[src/rtl/cnt100_seq_ctrl_pkg.sv]
// Shared definitions for the modulo-100 count sequencer: FSM encoding and default sizing.
package cnt100_seq_ctrl_pkg;

  typedef enum logic [1:0] {
    ST_IDLE  = 2'd0,
    ST_RUN   = 2'd1,
    ST_PAUSE = 2'd2,
    ST_DONE  = 2'd3
  } state_e;

  localparam int DEF_MAX_CNT = 99;
  localparam int DEF_CNT_W   = 7;
  localparam int PRESC_W     = 8;

endpackage

[src/rtl/cnt100_core.sv]
// Modulo-(MAX_CNT+1) counter datapath with synchronous clear (wins over increment).
module cnt100_core
  import cnt100_seq_ctrl_pkg::*;
#(
  parameter int MAX_CNT = DEF_MAX_CNT,
  parameter int CNT_W   = DEF_CNT_W
) (
  input  logic             clk,
  input  logic             reset,
  input  logic             i_en,
  input  logic             i_clr,
  output logic [CNT_W-1:0] o_cnt
);

  localparam logic [CNT_W-1:0] MAX_V = CNT_W'(MAX_CNT);

  logic [CNT_W-1:0] cnt_q, cnt_d;

  always_comb begin
    cnt_d = cnt_q;
    if (i_clr) begin
      cnt_d = '0;
    end else if (i_en) begin
      cnt_d = (cnt_q == MAX_V) ? '0 : cnt_q + CNT_W'(1);
    end
  end

  always_ff @(posedge clk) begin
    if (reset) begin
      cnt_q <= '0;
    end else begin
      cnt_q <= cnt_d;
    end
  end

  assign o_cnt = cnt_q;

endmodule

[src/rtl/cnt100_seq_ctrl.sv]
// Job sequencer: accepts a target over valid/ready, steps the core counter once per
// PRESCALE clocks until the target, with pause/abort and one-cycle done/err pulses.
module cnt100_seq_ctrl
  import cnt100_seq_ctrl_pkg::*;
#(
  parameter int MAX_CNT  = DEF_MAX_CNT,
  parameter int CNT_W    = DEF_CNT_W,
  parameter int PRESCALE = 1
) (
  input  logic             clk,
  input  logic             reset,
  input  logic             i_start,
  output logic             o_ready,
  input  logic [CNT_W-1:0] i_target,
  input  logic             i_pause,
  input  logic             i_abort,
  output logic [CNT_W-1:0] o_cnt,
  output logic             o_busy,
  output logic             o_done,
  output logic             o_err
);

  localparam logic [CNT_W-1:0]   MAX_V   = CNT_W'(MAX_CNT);
  localparam logic [PRESC_W-1:0] PS_LAST = PRESC_W'(PRESCALE - 1);

  state_e             state_q, state_d;
  logic [PRESC_W-1:0] presc_q, presc_d;
  logic [CNT_W-1:0]   target_q, target_d;
  logic               err_q, err_d;
  logic               cnt_en, cnt_clr;
  logic               tick;

  assign tick = (presc_q == PS_LAST);

  always_comb begin
    state_d  = state_q;
    presc_d  = presc_q;
    target_d = target_q;
    err_d    = 1'b0;
    cnt_en   = 1'b0;
    cnt_clr  = 1'b0;
    unique case (state_q)
      ST_IDLE: begin
        if (i_start) begin
          cnt_clr  = 1'b1;
          target_d = i_target;
          if (i_target > MAX_V) begin
            err_d = 1'b1;
          end else begin
            state_d = ST_RUN;
            presc_d = '0;
          end
        end
      end
      // PAUSE resumes and may tick in the same cycle i_pause drops, so each
      // paused cycle costs exactly one cycle of latency.
      ST_RUN, ST_PAUSE: begin
        if (i_abort) begin
          state_d = ST_IDLE;
          presc_d = '0;
          cnt_clr = 1'b1;
        end else if (i_pause) begin
          state_d = ST_PAUSE;
        end else begin
          state_d = ST_RUN;
          if (tick) begin
            presc_d = '0;
            if (o_cnt == target_q) begin
              state_d = ST_DONE;
            end else begin
              cnt_en = 1'b1;
            end
          end else begin
            presc_d = presc_q + PRESC_W'(1);
          end
        end
      end
      ST_DONE: begin
        state_d = ST_IDLE;
        if (i_abort) begin
          presc_d = '0;
          cnt_clr = 1'b1;
        end
      end
    endcase
  end

  always_ff @(posedge clk) begin
    if (reset) begin
      state_q  <= ST_IDLE;
      presc_q  <= '0;
      target_q <= '0;
      err_q    <= 1'b0;
    end else begin
      state_q  <= state_d;
      presc_q  <= presc_d;
      target_q <= target_d;
      err_q    <= err_d;
    end
  end

  cnt100_core #(
    .MAX_CNT (MAX_CNT),
    .CNT_W   (CNT_W)
  ) u_core (
    .clk   (clk),
    .reset (reset),
    .i_en  (cnt_en),
    .i_clr (cnt_clr),
    .o_cnt (o_cnt)
  );

  assign o_ready = (state_q == ST_IDLE);
  assign o_busy  = (state_q == ST_RUN) || (state_q == ST_PAUSE);
  assign o_done  = (state_q == ST_DONE);
  assign o_err   = err_q;

endmodule

[config.mk]
export PLATFORM = sky130hd
export DESIGN_NAME = cnt100_seq_ctrl
export DESIGN_NICKNAME = d
export VERILOG_FILES = /design/src/rtl/cnt100_seq_ctrl_pkg.sv /design/src/rtl/cnt100_core.sv /design/src/rtl/cnt100_seq_ctrl.sv
export SDC_FILE = /design/constraint.sdc
export NUM_CORES = 1
export LEC_CHECK = 0
export CORE_UTILIZATION = 40
export CTS_BUF_LIST = sky130_fd_sc_hd__clkbuf_4 sky130_fd_sc_hd__clkbuf_8
export CTS_CLUSTER_SIZE = 24
export DETAILED_ROUTE_END_ITERATION = 8
export GPL_TIMING_DRIVEN = 1
export HOLD_SLACK_MARGIN = 0.05
export SYNTH_ARGS = -nofsm -noshare
export SYNTH_HDL_FRONTEND = slang
export SYNTH_SLANG_ARGS = --single-unit
[constraint.sdc]
create_clock -name clk -period 4.9 [get_ports clk]
set_clock_uncertainty 0.15 [all_clocks]
set_input_delay 1.47 -clock clk [delete_from_list [all_inputs] [get_ports clk]]
set_output_delay 1.47 -clock clk [all_outputs]
set_load 0.1 [all_outputs]
## Yosys cells after proc, flatten, opt, wreduce, memory -nomap -nowiden

Index checks and enable logic that the tools add are counted.

- Flip-flop bits (word level): 25
- Bits of input ports: 12
- Output and inout port bits: 11
- Word-level logic and storage cells: 53

- Add/sub/neg operators: 2
- $lt $le $gt $ge: 1
- Equality and inequality tests: 9
- Mux-type cells: 24
- Bitwise logic cells: 2
- Reduce and logical (&&, ||, !) cells: 10

Operators with widths:

| cell | count |
|---|---|
| $mux W8 | 6 |
| $pmux W8 S3 | 1 |
| $mux W2 | 6 |
| $add A8 B1 Y8 const B | 1 |
| $logic_not A8 Y1 | 1 |
| $mux W1 | 8 |
| $add A7 B1 Y7 const B | 1 |
| $eq A7 B7 Y1 | 1 |
| $eq A7 B7 Y1 const B | 1 |
| $gt A7 B7 Y1 const B | 1 |
| $mux W7 | 1 |
| $ne A2 B2 Y1 const B | 3 |
| $pmux W2 S3 | 1 |
| $reduce_or A3 Y1 | 2 |
| $eq A2 B2 Y1 const B | 2 |
| $reduce_and A2 Y1 | 2 |
| $reduce_and A4 Y1 | 1 |
| $reduce_or A2 Y1 | 2 |
| $ne A3 B3 Y1 const B | 1 |
| $eq A2 B1 Y1 const B | 1 |
| $logic_not A2 Y1 | 1 |
| $not A1 Y1 | 2 |
| $pmux W1 S2 | 1 |
| $logic_or A1 B1 Y1 | 1 |

## Logic depth before layout (Yosys ltp)

Gate-level depths: netlist of run 1.

- Depth in word-level cells: 6
- Gate-level depth with buffers: 8
- Gate-level depth less buffers: 7

## By module

Synthesis of run 1 repeated with hierarchy kept, for this count alone.

- Cell total of the unflattened synthesis: 158
- Area total of the unflattened synthesis: 1407.6 um2

By module, submodules not included:

| module | times used | cells each | area an instance (um2) |
|---|---|---|---|
| cnt100_seq_ctrl | 1 | 125 | 1087.3 |
| cnt100_core | 1 | 33 | 320.3 |

## Worst setup path before layout of run 1

Ideal clock, no wire load.

- Kind: input port to flip-flop
- Start: input i_pause
- End: register u_core.cnt_q[5], in the netlist u_core.o_cnt[5]
- Library setup time: 0.136 ns
- Arrival time: 2.989 ns
- Path slack: 1.625 ns
- Cell stages on the path: 5
- Path buffers: 0
- Cell sequence: or3b_2 or4_2 a211oi_1 xnor2_1 nor2_1

- Cells in the longest elaborated chain, start to end: 3

Ends and longest elaborated chain:

| item | RTL line | source |
|---|---|---|
| start, declared | cnt100_seq_ctrl.sv:15 | `input logic i_pause,` |
| $mux W1 | cnt100_seq_ctrl.sv:62 | `end else if (i_pause) begin` |
| $mux W1 | cnt100_seq_ctrl.sv:58 | `if (i_abort) begin` |
| $mux W1 | cnt100_seq_ctrl.sv:42 | `unique case (state_q)` |
| end signal, assigned | cnt100_core.sv:32 | `cnt_q <= cnt_d;` |
| end, declared | cnt100_core.sv:17 | `logic [CNT_W-1:0] cnt_q, cnt_d;` |

No other way between the ends.
A chain may end at the register's enable or synchronous reset.

## Final worst setup path of run 1

- Start: register state_q[0]
- End: output o_ready

- Cells in the longest elaborated chain, start to end: 1

Ends and longest elaborated chain:

| item | RTL line | source |
|---|---|---|
| start, declared | cnt100_seq_ctrl.sv:26 | `state_e state_q, state_d;` |
| start signal, assigned | cnt100_seq_ctrl.sv:95 | `state_q <= state_d;` |
| $logic_not A2 Y1 | cnt100_seq_ctrl.sv:113 | `assign o_ready = (state_q == ST_IDLE);` |
| end, declared | cnt100_seq_ctrl.sv:13 | `output logic o_ready,` |

No other way between the ends.

==> out/metrics.yaml, run 1 <==
sta:
  fin_crit_ns: 3.91
  fin_tns_setup_ns: 0
  period_share_pct: 79.7
  relSlewSlack_pct: 14.3
  hold_viol: 0
  max_freq_mhz: 256
  rsz0062_at_grt: "no"
  setup_viol: 0
  slew_violations: 0
  worst_pin_slew_ns: 1.27
yosys:
  yosysSeqAreaShare_pct: 38.9
  synth_compound_area_share_pct: 14.2
  synth-xor-area-share_pct: 10.9
  muxShareOfSynthArea_pct: 0.777
  ys_async_sr_fraction_pct: 0
  synth_top_family_by_area: "simple AND/OR/NAND/NOR gates"
  avgSynthCellArea_um2: 8.36
  yosysWarnings: 0
  syn_area_um2: 1290
  synth_fa_ha_area_share_pct: 5.83
  synthTopCellsByArea: "dfxtp_1 (39%), xnor2_1 (6.1%), ha_1 (5.8%), nand3_1 (5.8%), a21oi_1 (5.1%)"
  yosys.area.top_type_share_pct: 38.9
  synth-seq-cells: 25
  yosys.area.top_type: "dfxtp_1"
  synth_edf_count: 0
  syn_nets: 172
  synth_simple_gate_area_share_pct: 26.8
  synthDistinctLibCells: 34
  syn_inst: 154
  synth_ff_type: "dfxtp_1"
critical_path:
  r2r_start: "state_q[0]"
  ff2ff_setup_slack_ns: 2.20
  crit_fanout: 10
  cp.required_ns: 3.28
  slowest_stage: "clkdlybuf4s50_1"
  crit_start: "state_q[0]"
  reg2reg_to: "u_core.o_cnt[3]"
  path_cells: "inv_1 > ha_1 > clkdlybuf4s50_1"
  critPathKind: "flip-flop to output port"
  max_stage_delay_ns: 1.20
  critical_path.endpoint: "o_ready"
  cp.arrival_ns: 2.29
  r2r_cells: 6
  cp-end-kind: "output port"
  cp-start-kind: "flip-flop"
pwr:
  p_per_area_nw_per_um2: 456
  cellLeakagePower_nw: 0.568
  ir_worst_vdd_uv: 475
  finalPower_uw: 719
cts:
  cts-root-buf: "clkbuf_4"
  clk_latency_ns: 0.32
  cts_tree: "built"
  clock-sinks: 25
  cts_setup_buffers: 0
  cts_resized: 0
  clkTransAtPathRegs_ns: 0.14
  htreeDepth: 1
  hold_buffers: 0
  clk_path_buf_depth: 2
  cts_buffers: 3
final_layout:
  fillers: 320
  seq_area_um2: 500
  final_common_cell: "dfxtp_1"
  syn_to_final_growth_pct: 22.5
  diodes: 0
  nets: 195
  layout_common_cells: "dfxtp_1 (25), clkdlybuf4s50_1 (22), nor2_1 (16), nand3_1 (15), nand2_1 (15)"
  drive_gt1_share_pct: 7.39
  multi_input_area_um2: 753
global_routing:
  grt_pass1_vias: 1069
  gr-total-overflow: 0
  grt_pass1_wl_um: 4870
  grt_max_degree: 15
  grt_usage_pct: 18.3
  antenna_found_initial: 0
outcome:
  status: "finished clean"
route:
  wl_um: 2750
  routed_via_density: 5.09
  drt_drc_violations_left: 0
  vias: 1120
  postRouteAntennaNets: 0
  routedWlPerCell_um: 12.5
  drtIter0Drc: 40
  firstDrtPassIters: 4
place:
  numPortBuffers: 22
  dp_hpwl_um: 2090
  gp_congestion: 0.857
floorplanning:
  pin_count: 23
  dieArea_um2: 3450
  row_count: 20
  die_w_um: 58.7
  start_util_pct: 42.2
  die_height_um: 58.7
  core_um2: 3050
worst_hold_path:
  min_path_type: "flip-flop to flip-flop"
run:
  max_cap_violations: 0
-- state kept, by name, indices dropped and copies added (netlist names) --
signal        cells
state_q           2
u_core.o_cnt      7
target_q          7
o_err             1
presc_q           8
-- kinds of logic (layout without fill, tap and decap cells) --
group	count (synthesis)	count (layout)
AOI/OAI and AO/OA	29	29
muxes	1	1
adders and majority gates	6	6
DFF	25	25
and+or+nand+nor	68	68
xor gates and xnor gates	16	16
buffers and inverters	9	31
-- critical path, delay by kind of cell (launching register included) --
kind | cells | cell delay (ns)
buffers and inverters | 2 | 1.30
flip-flops | 1 | 0.34
adder cells (fa/ha/maj) | 1 | 0.34
-- power by group --
| part | internal, mW | switching [mW] |
|---|---|---|
| logic | 0.116 | 0.260 |
| registers | 0.227 | 0.0168 |
| clock network | 0.0374 | 0.0622 |
| total | 0.380 | 0.339 |
-- stage by stage --
stage	cells	hold slack (ns)	util (%)	setup slack (ns)	instance area (µm²)
3_5_place_dp	216	0.313	50.7	0.799	1550
6_report	220	0.327	51.7	0.993	1580
2_1_floorplan	154	0.298	-	1.62	1290
4_1_cts	220	0.331	51.7	0.981	1580
3_3_place_gp	216	0.310	50.7	0.858	1550
5_1_grt	220	0.347	51.7	0.889	1580
-- cells in the mapped netlist, types with 2 or more instances --
master	count
nor2_1	16
ha_1	6
nor3_1	5
a21oi_1	13
a211oi_1	4
nor4_1	3
and3_2	2
dfxtp_1	25
nand3_1	15
o21ai_0	4
o31ai_1	2
clkbuf_1	4
nor2b_1	2
nand2_1	15
inv_1	5
xor2_1	7
xnor2_1	9
-- worst min-delay path by stage --
stage | startpoint | end | slack [ns] | cells past startpoint
2_1_floorplan | target_q[0] | target_q[0] | 0.30 | 2
3_3_place_gp | target_q[3] | target_q[3] | 0.31 | 2
3_5_place_dp | target_q[1] | target_q[1] | 0.31 | 2
4_1_cts | target_q[1] | target_q[1] | 0.33 | 2
5_1_grt | target_q[1] | target_q[1] | 0.35 | 2
6_report | target_q[0] | target_q[0] | 0.33 | 2
-- layer usage --
layer	up-vias	wire length (µm)	track usage, %
li1	588	-	-
met1	504	1420	26.0
met2	26	1210	27.9
met3	2	101	2.64
met4	0	20	6.80
met5	-	0	0
-- final cells by class --
class                           count  area share (%)
Clock buffer                        4            1.90
Timing Repair Buffer               22            14.0
Tap cell                           44            3.49
Multi-Input combinational cell    120            47.7
Sequential cell                    25            31.7
Inverter                            5            1.19
No activity file was read; power rests on OpenSTA's default activity.
==> inputs of run 2 (changes only) <==
==> constraint.sdc (replaced) <==
create_clock -name clk -period 4 [get_ports clk]
set_clock_uncertainty 0.15 [all_clocks]
set_input_delay 1.2 -clock clk [delete_from_list [all_inputs] [get_ports clk]]
set_output_delay 1.2 -clock clk [all_outputs]
set_load 0.1 [all_outputs]
==> run 2 against run 1 <==
Combinational power increased by 25%. Hold slack better by 0.00080 ns. First-iteration DRC count fell by 38%. Clock power rose by 26%. Non-clock buffer count grew 2. Register-to-register slack worse by 0.87 ns. Utilization down 0.41 points. Via count increased by 4.4%. Global-route usage up 0.15 points. Wire length grew 2.0%. Final area shrank 0.79%. Largest cell class unchanged. Largest power group unchanged.
==> out/metrics.yaml, run 2 (synthesis gave the netlist of run 1 again) <==
cts:
  clkTransAtPathRegs_ns: 0.14
  hold_buffers: 0
  cts-root-buf: "clkbuf_4"
  clk_path_buf_depth: 2
  cts_buffers: 3
  cts_tree: "built"
  cts_resized: 0
  htreeDepth: 1
  clock-sinks: 25
  cts_setup_buffers: 0
  clk_latency_ns: 0.32
floorplanning:
  core_um2: 3050
  die_w_um: 58.7
  row_count: 20
  start_util_pct: 42.2
  die_height_um: 58.7
  dieArea_um2: 3450
  pin_count: 23
global_routing:
  grt_pass1_vias: 1057
  grt_max_degree: 15
  antenna_found_initial: 0
  gr-total-overflow: 0
  grt_usage_pct: 18.4
  grt_pass1_wl_um: 4870
final_layout:
  syn_to_final_growth_pct: 21.6
  seq_area_um2: 500
  largest_register_ffs: 8
  final_common_cell: "dfxtp_1"
  drive_gt1_share_pct: 14.6
  multi_input_area_um2: 753
  top_register: "presc_q"
  final_area_um2: 1570
  diodes: 0
  fillers: 313
  utilization_pct: 51.3
  layout_common_cells: "dfxtp_1 (25), nor2_1 (16), nand3_1 (15), nand2_1 (15)"
  nets: 197
worst_hold_path:
  hold_depth: 2
  hold_path_startpoint: "target_q[3]"
  min_path_type: "flip-flop to flip-flop"
critical_path:
  cp-start-kind: "input pin"
  critPathKind: "input pin to flip-flop"
  crit_fanout: 12
  r2r_cells: 6
  r2r_start: "state_q[0]"
  cp-end-kind: "flip-flop"
  cp.required_ns: 4.06
  crit_start: "i_target[2]"
  cp.arrival_ns: 3.37
sta:
  fin_tns_setup_ns: 0
  relSlewSlack_pct: 44.5
  fin_crit_ns: 3.31
  worst_pin_slew_ns: 0.825
  max_freq_mhz: 302
  period_share_pct: 82.7
  slew_violations: 0
  hold_viol: 0
  rsz0062_at_grt: "no"
  setup_viol: 0
route:
  routed_via_density: 5.27
  drtIter0Drc: 25
  wl_um: 2800
  vias: 1169
  routedWlPerCell_um: 12.6
  firstDrtPassIters: 4
  drt_drc_violations_left: 0
  postRouteAntennaNets: 0
run:
  max_cap_violations: 0
place:
  dpl-instance-area_um2: 1540
  gp_congestion: 0.789
  numPortBuffers: 22
  dp_hpwl_um: 2130
pwr:
  finalPower_uw: 894
  ir_worst_vdd_uv: 616
  p_per_area_nw_per_um2: 571
  cellLeakagePower_nw: 0.598
outcome:
  status: "finished clean"
==> run 2: cell count changes in the layout (fill, tap and decap cells not counted), sizes merged <==
cell           change
clkdlybuf4s50     -11
buf               +13
==> run 2: power by group <==
part / internal, mW / switching, mW / leakage (nW) / total [mW]
Sequential: 0.278 / 0.0220 / 0.203 / 0.300
Combinational: 0.144 / 0.324 / 0.376 / 0.469
Clock: 0.0459 / 0.0789 / 0.0184 / 0.125
Total: 0.468 / 0.425 / 0.598 / 0.894
==> run 2: layout make-up <==
cell class	instances	share of cell area (%)
clock buffer	4	1.92
multi-input combinational	120	48.1
inverter	5	1.20
tap	44	3.52
sequential	25	32.0
timing repair buffer	24	13.3
==> run 2: metal layers <==
layer / wire [µm] / up-vias / global-route usage [%]
li1: - / 590 / -
met1: 1430 / 548 / 26.0
met2: 1250 / 27 / 28.2
met3: 99 / 4 / 3.30
met4: 28 / 0 / 6.12
met5: 0 / - / 0
==> run 2: worst paths after layout <==
check	to	slack [ns]
max	presc_q[0]	0.69
min	target_q[3]	0.33
max reg2reg	u_core.o_cnt[6]	1.33
min reg2reg	target_q[3]	0.33
==> run 2: per-stage QoR <==
step	setup slack, ns	instances	hold slack (ns)
floorplan	0.885	154	0.298
global placement	0.361	218	0.311
detailed placement	0.302	218	0.312
CTS	0.644	222	0.330
global route	0.512	222	0.360
finish	0.694	222	0.328
==> run 2: critical path, stage by stage <==
cell	delay, ns
clkdlybuf4s50_1	0.42
o311ai_0	0.50
a21boi_0	0.17
buf_4	0.20
or2_2	0.32
o21bai_1	0.45
nor2_1	0.10
